File: config.mk
export PLATFORM = sky130hd
export DESIGN_NAME = rvh_l1d_mshr_dealloc
export DESIGN_NICKNAME = d
export VERILOG_FILES = /design/src/rtl/rvh_l1d_mshr_dealloc.sv
export SDC_FILE = /design/constraint.sdc
export NUM_CORES = 1
export LEC_CHECK = 0
export ABC_AREA = 1
export CORE_MARGIN = 2
export CORE_UTILIZATION = 44
export DETAILED_ROUTE_END_ITERATION = 6
export PLACE_DENSITY = 0.76
export SETUP_SLACK_MARGIN = 0.15
export SLEW_MARGIN = 20
export SYNTH_ARGS = -nofsm -noshare
export SYNTH_HDL_FRONTEND = slang
export SYNTH_SLANG_ARGS = --single-unit
export TNS_END_PERCENT = 30
File: constraint.sdc
create_clock -name clk -period 2.1 [get_ports clk]
set_clock_uncertainty 0.2 [all_clocks]
set_input_delay 0.315 -clock clk [delete_from_list [all_inputs] [get_ports clk]]
set_output_delay 0.315 -clock clk [all_outputs]
set_load 0.005 [all_outputs]
File: src/rtl/rvh_l1d_mshr_dealloc.sv
// MSHR lifecycle tracker (FREE -> PEND -> DONE -> FREE) and retire arbiter for the L1D miss path.
// Define RVH_L1D_MSHR_RETIRE_RR_EN for round-robin retire selection; the default is lowest-index priority.
module rvh_l1d_mshr_dealloc #(
  parameter int INPUT_NUM   = 4,
  parameter int INPUT_NUM_W = 2
) (
  input  logic                   clk,
  input  logic                   rst,
  input  logic                   alloc_vld_i,
  input  logic [INPUT_NUM_W-1:0] alloc_id_i,
  input  logic                   refill_vld_i,
  input  logic [INPUT_NUM_W-1:0] refill_id_i,
  output logic                   retire_vld_o,
  output logic [INPUT_NUM_W-1:0] retire_id_o,
  input  logic                   retire_rdy_i,
  output logic [INPUT_NUM-1:0]   mshr_bank_valid_o,
  output logic [INPUT_NUM_W:0]   done_num_o,
  output logic                   proto_err_o
);

  typedef enum logic [1:0] {
    ENT_FREE = 2'd0,
    ENT_PEND = 2'd1,
    ENT_DONE = 2'd2
  } ent_state_e;

  ent_state_e             ent_q [INPUT_NUM];
  ent_state_e             ent_d [INPUT_NUM];
  logic                   err_q, err_d;
  logic                   stall_q, stall_d;
  logic [INPUT_NUM_W-1:0] stall_id_q, stall_id_d;
`ifdef RVH_L1D_MSHR_RETIRE_RR_EN
  logic [INPUT_NUM_W-1:0] ptr_q, ptr_d;
`endif

  logic [INPUT_NUM-1:0]   done_vec_s;
  logic [INPUT_NUM_W-1:0] arb_id_s;
  logic                   arb_found_s;
  logic                   handshake_s;

  function automatic logic [INPUT_NUM_W:0] pop_count(input logic [INPUT_NUM-1:0] vec);
    logic [INPUT_NUM_W:0] cnt;
    cnt = '0;
    for (int i = 0; i < INPUT_NUM; i++) begin
      cnt = cnt + {{INPUT_NUM_W{1'b0}}, vec[i]};
    end
    return cnt;
  endfunction

  // Per-entry status vectors derived from registered state only.
  always_comb begin
    for (int i = 0; i < INPUT_NUM; i++) begin
      done_vec_s[i]        = (ent_q[i] == ENT_DONE);
      mshr_bank_valid_o[i] = (ent_q[i] != ENT_FREE);
    end
    done_num_o   = pop_count(done_vec_s);
    retire_vld_o = |done_vec_s;
  end

  // Retire candidate search over DONE entries.
  always_comb begin
    arb_id_s    = '0;
    arb_found_s = 1'b0;
`ifdef RVH_L1D_MSHR_RETIRE_RR_EN
    for (int k = 0; k < INPUT_NUM; k++) begin
      logic [INPUT_NUM_W-1:0] idx;
      idx = INPUT_NUM_W'((int'(ptr_q) + k) % INPUT_NUM);
      if (!arb_found_s && done_vec_s[idx]) begin
        arb_id_s    = idx;
        arb_found_s = 1'b1;
      end else begin
        arb_found_s = arb_found_s;
      end
    end
`else
    for (int k = 0; k < INPUT_NUM; k++) begin
      if (!arb_found_s && done_vec_s[k]) begin
        arb_id_s    = INPUT_NUM_W'(k);
        arb_found_s = 1'b1;
      end else begin
        arb_found_s = arb_found_s;
      end
    end
`endif
  end

  // A stalled offer keeps its latched id so the consumer sees a stable request.
  always_comb begin
    if (!retire_vld_o) begin
      retire_id_o = '0;
    end else if (stall_q) begin
      retire_id_o = stall_id_q;
    end else begin
      retire_id_o = arb_id_s;
    end
    handshake_s = retire_vld_o && retire_rdy_i;
  end

  // Next-state: retire, alloc and refill are all judged against pre-edge state.
  always_comb begin
    for (int i = 0; i < INPUT_NUM; i++) begin
      ent_d[i] = ent_q[i];
    end
    err_d = err_q;

    if (handshake_s) begin
      ent_d[retire_id_o] = ENT_FREE;
    end else begin
      err_d = err_d;
    end

    if (alloc_vld_i) begin
      if (ent_q[alloc_id_i] == ENT_FREE) begin
        ent_d[alloc_id_i] = ENT_PEND;
      end else begin
        err_d = 1'b1;
      end
    end else begin
      err_d = err_d;
    end

    if (refill_vld_i) begin
      if (ent_q[refill_id_i] == ENT_PEND) begin
        ent_d[refill_id_i] = ENT_DONE;
      end else begin
        err_d = 1'b1;
      end
    end else begin
      err_d = err_d;
    end

    if (retire_vld_o && !retire_rdy_i) begin
      stall_d    = 1'b1;
      stall_id_d = retire_id_o;
    end else begin
      stall_d    = 1'b0;
      stall_id_d = '0;
    end

`ifdef RVH_L1D_MSHR_RETIRE_RR_EN
    if (handshake_s) begin
      if (retire_id_o == INPUT_NUM_W'(INPUT_NUM - 1)) begin
        ptr_d = '0;
      end else begin
        ptr_d = retire_id_o + INPUT_NUM_W'(1);
      end
    end else begin
      ptr_d = ptr_q;
    end
`endif
  end

  // State registers.
  always_ff @(posedge clk or posedge rst) begin
    if (rst) begin
      for (int i = 0; i < INPUT_NUM; i++) begin
        ent_q[i] <= ENT_FREE;
      end
      err_q      <= 1'b0;
      stall_q    <= 1'b0;
      stall_id_q <= '0;
`ifdef RVH_L1D_MSHR_RETIRE_RR_EN
      ptr_q      <= '0;
`endif
    end else begin
      for (int i = 0; i < INPUT_NUM; i++) begin
        ent_q[i] <= ent_d[i];
      end
      err_q      <= err_d;
      stall_q    <= stall_d;
      stall_id_q <= stall_id_d;
`ifdef RVH_L1D_MSHR_RETIRE_RR_EN
      ptr_q      <= ptr_d;
`endif
    end
  end

  assign proto_err_o = err_q;

endmodule
==> results of run 1 <==
## state kept, by name, indices dropped and copies added (netlist names)
register / count
ent_q: 8
proto_err_o: 1
stall_q: 1
stall_id_q: 2
## power groups by stage
stage	clock network, mW	logic, mW	registers, mW
after floorplan	0	0.638	0.396
after global placement	0	1.25	0.387
after detailed placement	0	1.29	0.394
after CTS	0.148	1.36	0.392
after global routing	0.159	1.59	0.408
final	0.146	1.45	0.397
## critical path: cells and delay by family (launching register included)
| kind | cells | cell delay, ns |
|---|---|---|
| fa+ha+maj | 3 | 0.97 |
| flops | 1 | 0.40 |
| buf+inv | 3 | 0.21 |
| simple gates | 1 | 0.06 |
## how the worst max path moves through the flow
stage / start / to / cells past startpoint
global placement: ent_q[5] / done_num_o[1] / 8
floorplan: ent_q[5] / done_num_o[1] / 7
detailed placement: ent_q[5] / done_num_o[1] / 8
CTS: ent_q[4] / done_num_o[1] / 7
finish: ent_q[6] / done_num_o[1] / 7
global route: ent_q[6] / done_num_o[1] / 7
## cells in the final DEF (no fill, tap or decap)
cell	Yosys	layout
sky130_fd_sc_hd__o21ai_1	5	5
sky130_fd_sc_hd__dlygate4sd2_1	0	4
sky130_fd_sc_hd__nor2_1	19	13
sky130_fd_sc_hd__clkbuf_4	0	3
sky130_fd_sc_hd__clkdlybuf4s50_1	0	9
sky130_fd_sc_hd__nor2_4	1	2
sky130_fd_sc_hd__clkdlybuf4s15_2	0	1
sky130_fd_sc_hd__nand2_2	4	8
sky130_fd_sc_hd__nand3_1	8	8
sky130_fd_sc_hd__inv_2	2	5
sky130_fd_sc_hd__nand3_4	1	2
sky130_fd_sc_hd__buf_4	0	17
sky130_fd_sc_hd__or2_1	3	3
sky130_fd_sc_hd__ha_2	0	1
sky130_fd_sc_hd__o21ai_0	2	2
sky130_fd_sc_hd__fa_1	1	1
sky130_fd_sc_hd__a21oi_1	7	7
sky130_fd_sc_hd__clkbuf_2	0	1
sky130_fd_sc_hd__nand2_4	0	1
sky130_fd_sc_hd__dfrtp_1	12	12
sky130_fd_sc_hd__nor2_2	3	8
sky130_fd_sc_hd__ha_1	5	1
sky130_fd_sc_hd__buf_6	0	4
sky130_fd_sc_hd__nand2_1	39	34
sky130_fd_sc_hd__ha_4	0	3
sky130_fd_sc_hd__inv_1	21	18
## stage by stage
step / worst slack, ns / total power [mW] / instances / hold slack [ns] / setup TNS (ns)
floorplan: 0.0525 / 1.03 / 134 / -0.0203 / 0
global placement: -0.397 / 1.64 / 195 / 0.246 / -1.12
detailed placement: -0.451 / 1.69 / 195 / 0.254 / -1.38
CTS: -0.356 / 1.90 / 199 / 0.186 / -1.09
global route: -0.381 / 2.16 / 200 / 0.226 / -1.34
finish: -0.329 / 2.00 / 200 / 0.162 / -0.969
## routing by layer
metal,part of all wire,vias up
met5,0,-
met4,0.0054,0
met3,0.041,2
met2,0.54,27
met1,0.42,425
li1,-,492
## cell families after synthesis
logic type,after synthesis,synth area share
and+or+nand+nor,79,0.400
buffers and inverters,23,0.0961
AOI/OAI and AO/OA,14,0.0780
DFF,12,0.334
adders and majority gates,6,0.0919
## area by class of cell
cell class                      instances  share of cell area
Sequential cell                        12               0.222
Inverter                               23              0.0638
Timing Repair Buffer                   36               0.232
Clock buffer                            3              0.0166
Multi-Input combinational cell         99               0.441
Tap cell                               27              0.0250
## what timing repair did
item,CTS,global route
buffers inserted,1,1
pin swaps,9,6
resized for setup,33,14
setup endpoints to repair,11,15
endpoints found under the hold margin,0,0
==> flow_metrics.py, run 1 <==
metrics = {
    "global_routing": {
        "wire_length_of_the_first_global_routing_pass_um": 3560,
        "groute.layer.met1.usage": 0.215,
        "grt_use_met3": 0.0276,
        "most_crowded_layer_gr": "met2",
        "met2_usage": 0.367,
        "grt_antenna_before_repair": 0,
        "groute.usage.overall": 0.192,
        "first_global_vias": 892,
        "grt_max_degree": 13,
        "grt_remaining_overflow": 0,
    },
    "critical_path": {
        "critical_path.max_fanout": 2,
        "required_ns": 1.58,
        "r2r-end": "ent_q[4]",
        "cp_slowest_stage_delay_ns": 0.56,
        "cp_data_arrival_time_ns": 1.91,
        "timing.reg2reg.setup_slack_ns": 0.23,
        "startpoint_type": "flop",
        "critical-path-slowest-cell": "sky130_fd_sc_hd__fa_1",
        "timing.critical_path.cells": "inv_2, nand2_4, fa_1, inv_2, ha_4, ha_4, buf_6",
        "logic_depth_of_the_worst_register_to_register_path": 12,
        "worst-setup-path-type": "reg -> out",
        "timing.critical_path.to_type": "primary output",
        "rr_startpoint": "ent_q[6]",
    },
    "detailed_routing": {
        "routed_wire_length_per_instance_um": 11.1,
        "detailedRoute.firstIterationViolations": 17,
        "postRouteWirelength_um": 2210,
        "firstDrtPassIters": 4,
        "routed_via_density": 4.73,
        "final_antenna_net_count": 0,
        "dr_total_vias": 946,
        "drc": 0,
    },
    "pwr": {
        "p_leak_nw": 0.702,
        "seq_power_share": 0.199,
        "cell_internal_pwr_mw": 1.13,
        "p_per_area_mw_per_mm2": 1470,
        "combinationalPowerShare": 0.728,
        "power.ir.vdd_worst_mv": 0.772,
        "p_sw_mw": 0.865,
        "pwr-share-clk": 0.073,
        "p_sw_frac": 0.433,
    },
    "yosys": {
        "ys_dominant_reg_cell": "sky130_fd_sc_hd__dfrtp_1",
        "edff_count_synth": 0,
        "synthTopCellsByArea": "sky130_fd_sc_hd__dfrtp_1 (33%), sky130_fd_sc_hd__nand2_1 (16%), sky130_fd_sc_hd__inv_1 (8.8%), sky130_fd_sc_hd__nor2_1 (7.9%), sky130_fd_sc_hd__ha_1 (7.0%)",
        "synthesis.area_per_instance_um2": 6.70,
        "portion_of_synthesized_cell_area_occupied_by_the_leading_cell_type": 0.334,
        "ys_async_rst_share": 1.00,
        "synth.most_common_cell": "sky130_fd_sc_hd__nand2_1",
        "synthesis.instances": 134,
        "synthesis.nets": 149,
        "synth_warnings": 0,
        "netlist.top_cell.by_area": "sky130_fd_sc_hd__dfrtp_1",
        "ys_seq_elements": 12,
        "synth_seq_area_share": 0.334,
        "synth.lib_cells_used.distinct": 17,
        "mappedNetlistArea_um2": 898,
        "top_cell_types_by_occurrence_after_synthesis": "sky130_fd_sc_hd__nand2_1 (39), sky130_fd_sc_hd__inv_1 (21), sky130_fd_sc_hd__nor2_1 (19), sky130_fd_sc_hd__dfrtp_1 (12), sky130_fd_sc_hd__nand3_1 (8)",
    },
    "cts": {
        "clock_tree.htree_level_count": 1,
        "tritoncts_clock_tree": "yes",
        "clock_transition_at_path_regs_ns": 0.08,
        "cts_sinks": 12,
        "cts_hold_buffers": 0,
        "buffer_depth_of_the_longest_clock_path": 2,
        "insertion_delay_ns": 0.28,
        "root_buf_cell": "sky130_fd_sc_hd__clkbuf_4",
        "cts-buffers-inserted": 3,
    },
    "outcome": {
        "status": "finished, violations left",
        "violations": "negative setup slack",
    },
    "sta": {
        "min_period_ns": 2.43,
        "final_setup_vio_count": 5,
        "rsz0062_at_grt": "true",
        "report.final.hold_viol_count": 0,
        "fin_ws_ns": -0.329,
        "worst_slew_margin_relative_to_its_limit": 0.677,
        "timing.final.max_slew_violations": 0,
        "post-route-period-util": 1.16,
        "peak_clock_frequency_supported_by_timing_ghz": 0.412,
        "tightestPinTransition_ns": 0.484,
    },
    "placement": {
        "placed_cell_area_mm2": 0.00125,
        "dp_hpwl_um": 1760,
        "io_buffer_count": 19,
        "routability_cong": 0.859,
    },
    "layout": {
        "multiInputGateArea_um2": 597,
        "layout.cell_area.non_filler_mm2": 0.00135,
        "final_nets": 190,
        "layout.area.seq_um2": 300,
        "fraction_of_layout_cells_with_a_size_suffix_above_1": 0.324,
        "num-fill-cells": 158,
        "antennaDiodeCount": 0,
        "syn_to_final_growth_pct": 50.7,
        "final_util": 0.697,
    },
    "die": {
        "die_height_um": 49.2,
        "chipWidth_um": 49.2,
        "design.die.area_mm2": 0.00242,
        "initial_core_util": 0.463,
        "pin_count": 20,
        "rows": 16,
        "core_region_area_mm2": 0.00194,
    },
    "min_path": {
        "worst_hold_path_type": "in -> async",
    },
    "job": {
        "timing.max_cap.violations": 0,
    },
}
(Power assumes the default switching activity.)
==> run 2: changes to the inputs <==
--- a/config.mk
+++ b/config.mk
@@ -7,9 +7,10 @@
 export LEC_CHECK = 0
 export ABC_AREA = 1
 export CORE_MARGIN = 2
-export CORE_UTILIZATION = 44
+export CORE_UTILIZATION = 55
 export DETAILED_ROUTE_END_ITERATION = 6
-export PLACE_DENSITY = 0.76
+export DONT_BUFFER_PORTS = 1
+export PLACE_DENSITY = 0.83
 export SETUP_SLACK_MARGIN = 0.15
 export SLEW_MARGIN = 20
 export SYNTH_ARGS = -nofsm -noshare
==> flow_metrics.py, run 2 (same netlist as run 1, synthesis figures left out) <==
metrics = {
    "placement": {
        "pre_cts_slack_ns": -0.00145,
        "io_buffer_count": 0,
        "routability_cong": 0.811,
        "dp_hpwl_um": 1570,
        "post-place-cells": 153,
    },
    "min_path": {
        "hold_path_startpoint": "alloc_vld_i",
        "worst_hold_path_type": "in -> reg",
    },
    "sta": {
        "final_setup_vio_count": 3,
        "peak_clock_frequency_supported_by_timing_ghz": 0.426,
        "worst_slew_margin_relative_to_its_limit": 0.694,
        "rsz0062_at_grt": "true",
        "tightestPinTransition_ns": 0.458,
        "timing.final.max_slew_violations": 0,
        "fin_worst_hold_slack_ns": -0.000883,
        "post-route-period-util": 1.12,
        "min_period_ns": 2.35,
        "fin_ws_ns": -0.249,
        "report.final.hold_viol_count": 1,
    },
    "global_routing": {
        "grt_antenna_before_repair": 0,
        "wire_length_of_the_first_global_routing_pass_um": 3460,
        "groute.usage.overall": 0.248,
        "grt_max_degree": 13,
        "grt_remaining_overflow": 0,
        "first_global_vias": 846,
    },
    "die": {
        "rows": 14,
        "die_height_um": 44.4,
        "core_region_area_mm2": 0.00152,
        "chipWidth_um": 44.4,
        "design.die.area_mm2": 0.00197,
        "pin_count": 20,
        "initial_core_util": 0.589,
    },
    "detailed_routing": {
        "detailedRoute.firstIterationViolations": 16,
        "postRouteWirelength_um": 2130,
        "routed_via_density": 5.28,
        "routed_wire_length_per_instance_um": 12.6,
        "final_antenna_net_count": 0,
        "dr_total_vias": 893,
        "drc": 0,
        "firstDrtPassIters": 4,
    },
    "layout": {
        "layout_commonest_cell": "sky130_fd_sc_hd__nand2_1",
        "final_nets": 169,
        "top_reg_by_flops": "ent_q",
        "number_of_flip_flops_under_the_largest_register_name": 8,
        "final_util": 0.740,
        "mostFrequentLayoutCells": "sky130_fd_sc_hd__nand2_1 (37), sky130_fd_sc_hd__inv_1 (18), sky130_fd_sc_hd__nor2_1 (16), sky130_fd_sc_hd__dfrtp_1 (12), sky130_fd_sc_hd__buf_4 (11)",
        "fraction_of_layout_cells_with_a_size_suffix_above_1": 0.248,
        "num-fill-cells": 135,
        "reg_top3": "ent_q x8, stall_id_q x2",
        "final-instance-count-excl-fill": 169,
        "antennaDiodeCount": 0,
        "syn_to_final_growth_pct": 25.5,
    },
    "critical_path": {
        "r2r-end": "ent_q[5]",
        "timing.reg2reg.setup_slack_ns": 0.23,
        "timing.critical_path.to_type": "primary output",
        "startpoint_type": "flop",
        "worst-setup-path-type": "reg -> out",
        "cp_data_arrival_time_ns": 1.83,
        "required_ns": 1.58,
        "setup.worst_path.end": "done_num_o[1]",
        "logic_depth_of_the_worst_register_to_register_path": 10,
        "critPathLaunch": "ent_q[4]",
        "critical_path.max_fanout": 2,
        "rr_startpoint": "ent_q[4]",
    },
    "pwr": {
        "p_leak_nw": 0.603,
        "pwr-share-clk": 0.117,
        "combinationalPowerShare": 0.629,
        "p_per_area_mw_per_mm2": 1430,
        "finalPower_mw": 1.62,
        "p_sw_mw": 0.758,
        "seq_power_share": 0.254,
        "power.ir.vdd_worst_mv": 1.04,
        "cell_internal_pwr_mw": 0.857,
        "p_sw_frac": 0.469,
    },
    "cts": {
        "clock_tree.htree_level_count": 1,
        "buffer_depth_of_the_longest_clock_path": 2,
        "insertion_delay_ns": 0.28,
        "clock_transition_at_path_regs_ns": 0.08,
        "tritoncts_clock_tree": "yes",
        "cts-buffers-inserted": 3,
        "cts_sinks": 12,
        "root_buf_cell": "sky130_fd_sc_hd__clkbuf_4",
    },
    "job": {
        "timing.max_cap.violations": 0,
    },
    "outcome": {
        "status": "finished, violations left",
        "violations": "negative hold slack, negative setup slack",
    },
}
run 2: cell count changes in the layout (fill, tap and decap cells not counted), sizes merged:
cell	before	now
clkdlybuf4s15	1	0
buf	21	11
clkdlybuf4s50	9	0
dlygate4sd3	0	4
dlygate4sd2	4	0
run 2: power by group through the flow:
stage	Clock (mW)	Sequential (mW)	Combinational, mW
after floorplan	0	0.396	0.638
after global placement	0	0.402	0.788
after detailed placement	0	0.409	0.819
after CTS	0.190	0.403	0.937
after global routing	0.201	0.418	1.15
final	0.188	0.411	1.02
run 2: area by class of cell:
type	count	area (um^2)	share of cell area
Multi-Input combinational cell	99	562	0.498
Sequential cell	12	300	0.266
Timing Repair Buffer	15	123	0.109
Inverter	23	86.3	0.0766
Clock buffer	4	36.3	0.0322
Tap cell	16	20.0	0.0178
run 2: worst min-delay path by stage:
stage / slack, ns / depth (start not counted) / endpoint
6_report: -0.0009 / 2 / ent_q[6]
4_1_cts: 0.001 / 2 / ent_q[6]
3_5_place_dp: 0.04 / 1 / ent_q[7]
5_1_grt: 0.001 / 2 / ent_q[4]
2_1_floorplan: -0.02 / 1 / ent_q[0]
3_3_place_gp: 0.04 / 1 / ent_q[7]
run 2: layer usage:
layer / vias up / share of wire / GRT usage
met2: 20 / 0.52 / 0.412
met3: 7 / 0.045 / 0.0653
li1: 450 / - / -
met4: 0 / 0.032 / 0.115
met1: 416 / 0.40 / 0.298
met5: - / 0 / 0
run 2: what timing repair did:
item / CTS / global route
buffers inserted: 4 / 4
endpoints found under the hold margin: 17 / 0
endpoints found under the setup margin: 5 / 11
gates resized for setup: 7 / 3
pin swaps: 7 / 3
hold buffers: 4 / 0
cloned: 0 / 0
run 2: critical path, stage by stage (launching register included):
cell,delay [ns]
sky130_fd_sc_hd__dfrtp_1,0.40
sky130_fd_sc_hd__nor2_2,0.15
sky130_fd_sc_hd__inv_2,0.06
sky130_fd_sc_hd__fa_1,0.49
sky130_fd_sc_hd__inv_2,0.05
sky130_fd_sc_hd__ha_4,0.15
sky130_fd_sc_hd__ha_4,0.26
run 2: metrics by stage:
stage / cell area (um^2) / TNS, ns
finish: 1130 / -0.487
detailed placement: 958 / -0.00145
global placement: 958 / 0
global route: 1130 / -0.809
floorplan: 916 / 0
CTS: 1090 / -0.452
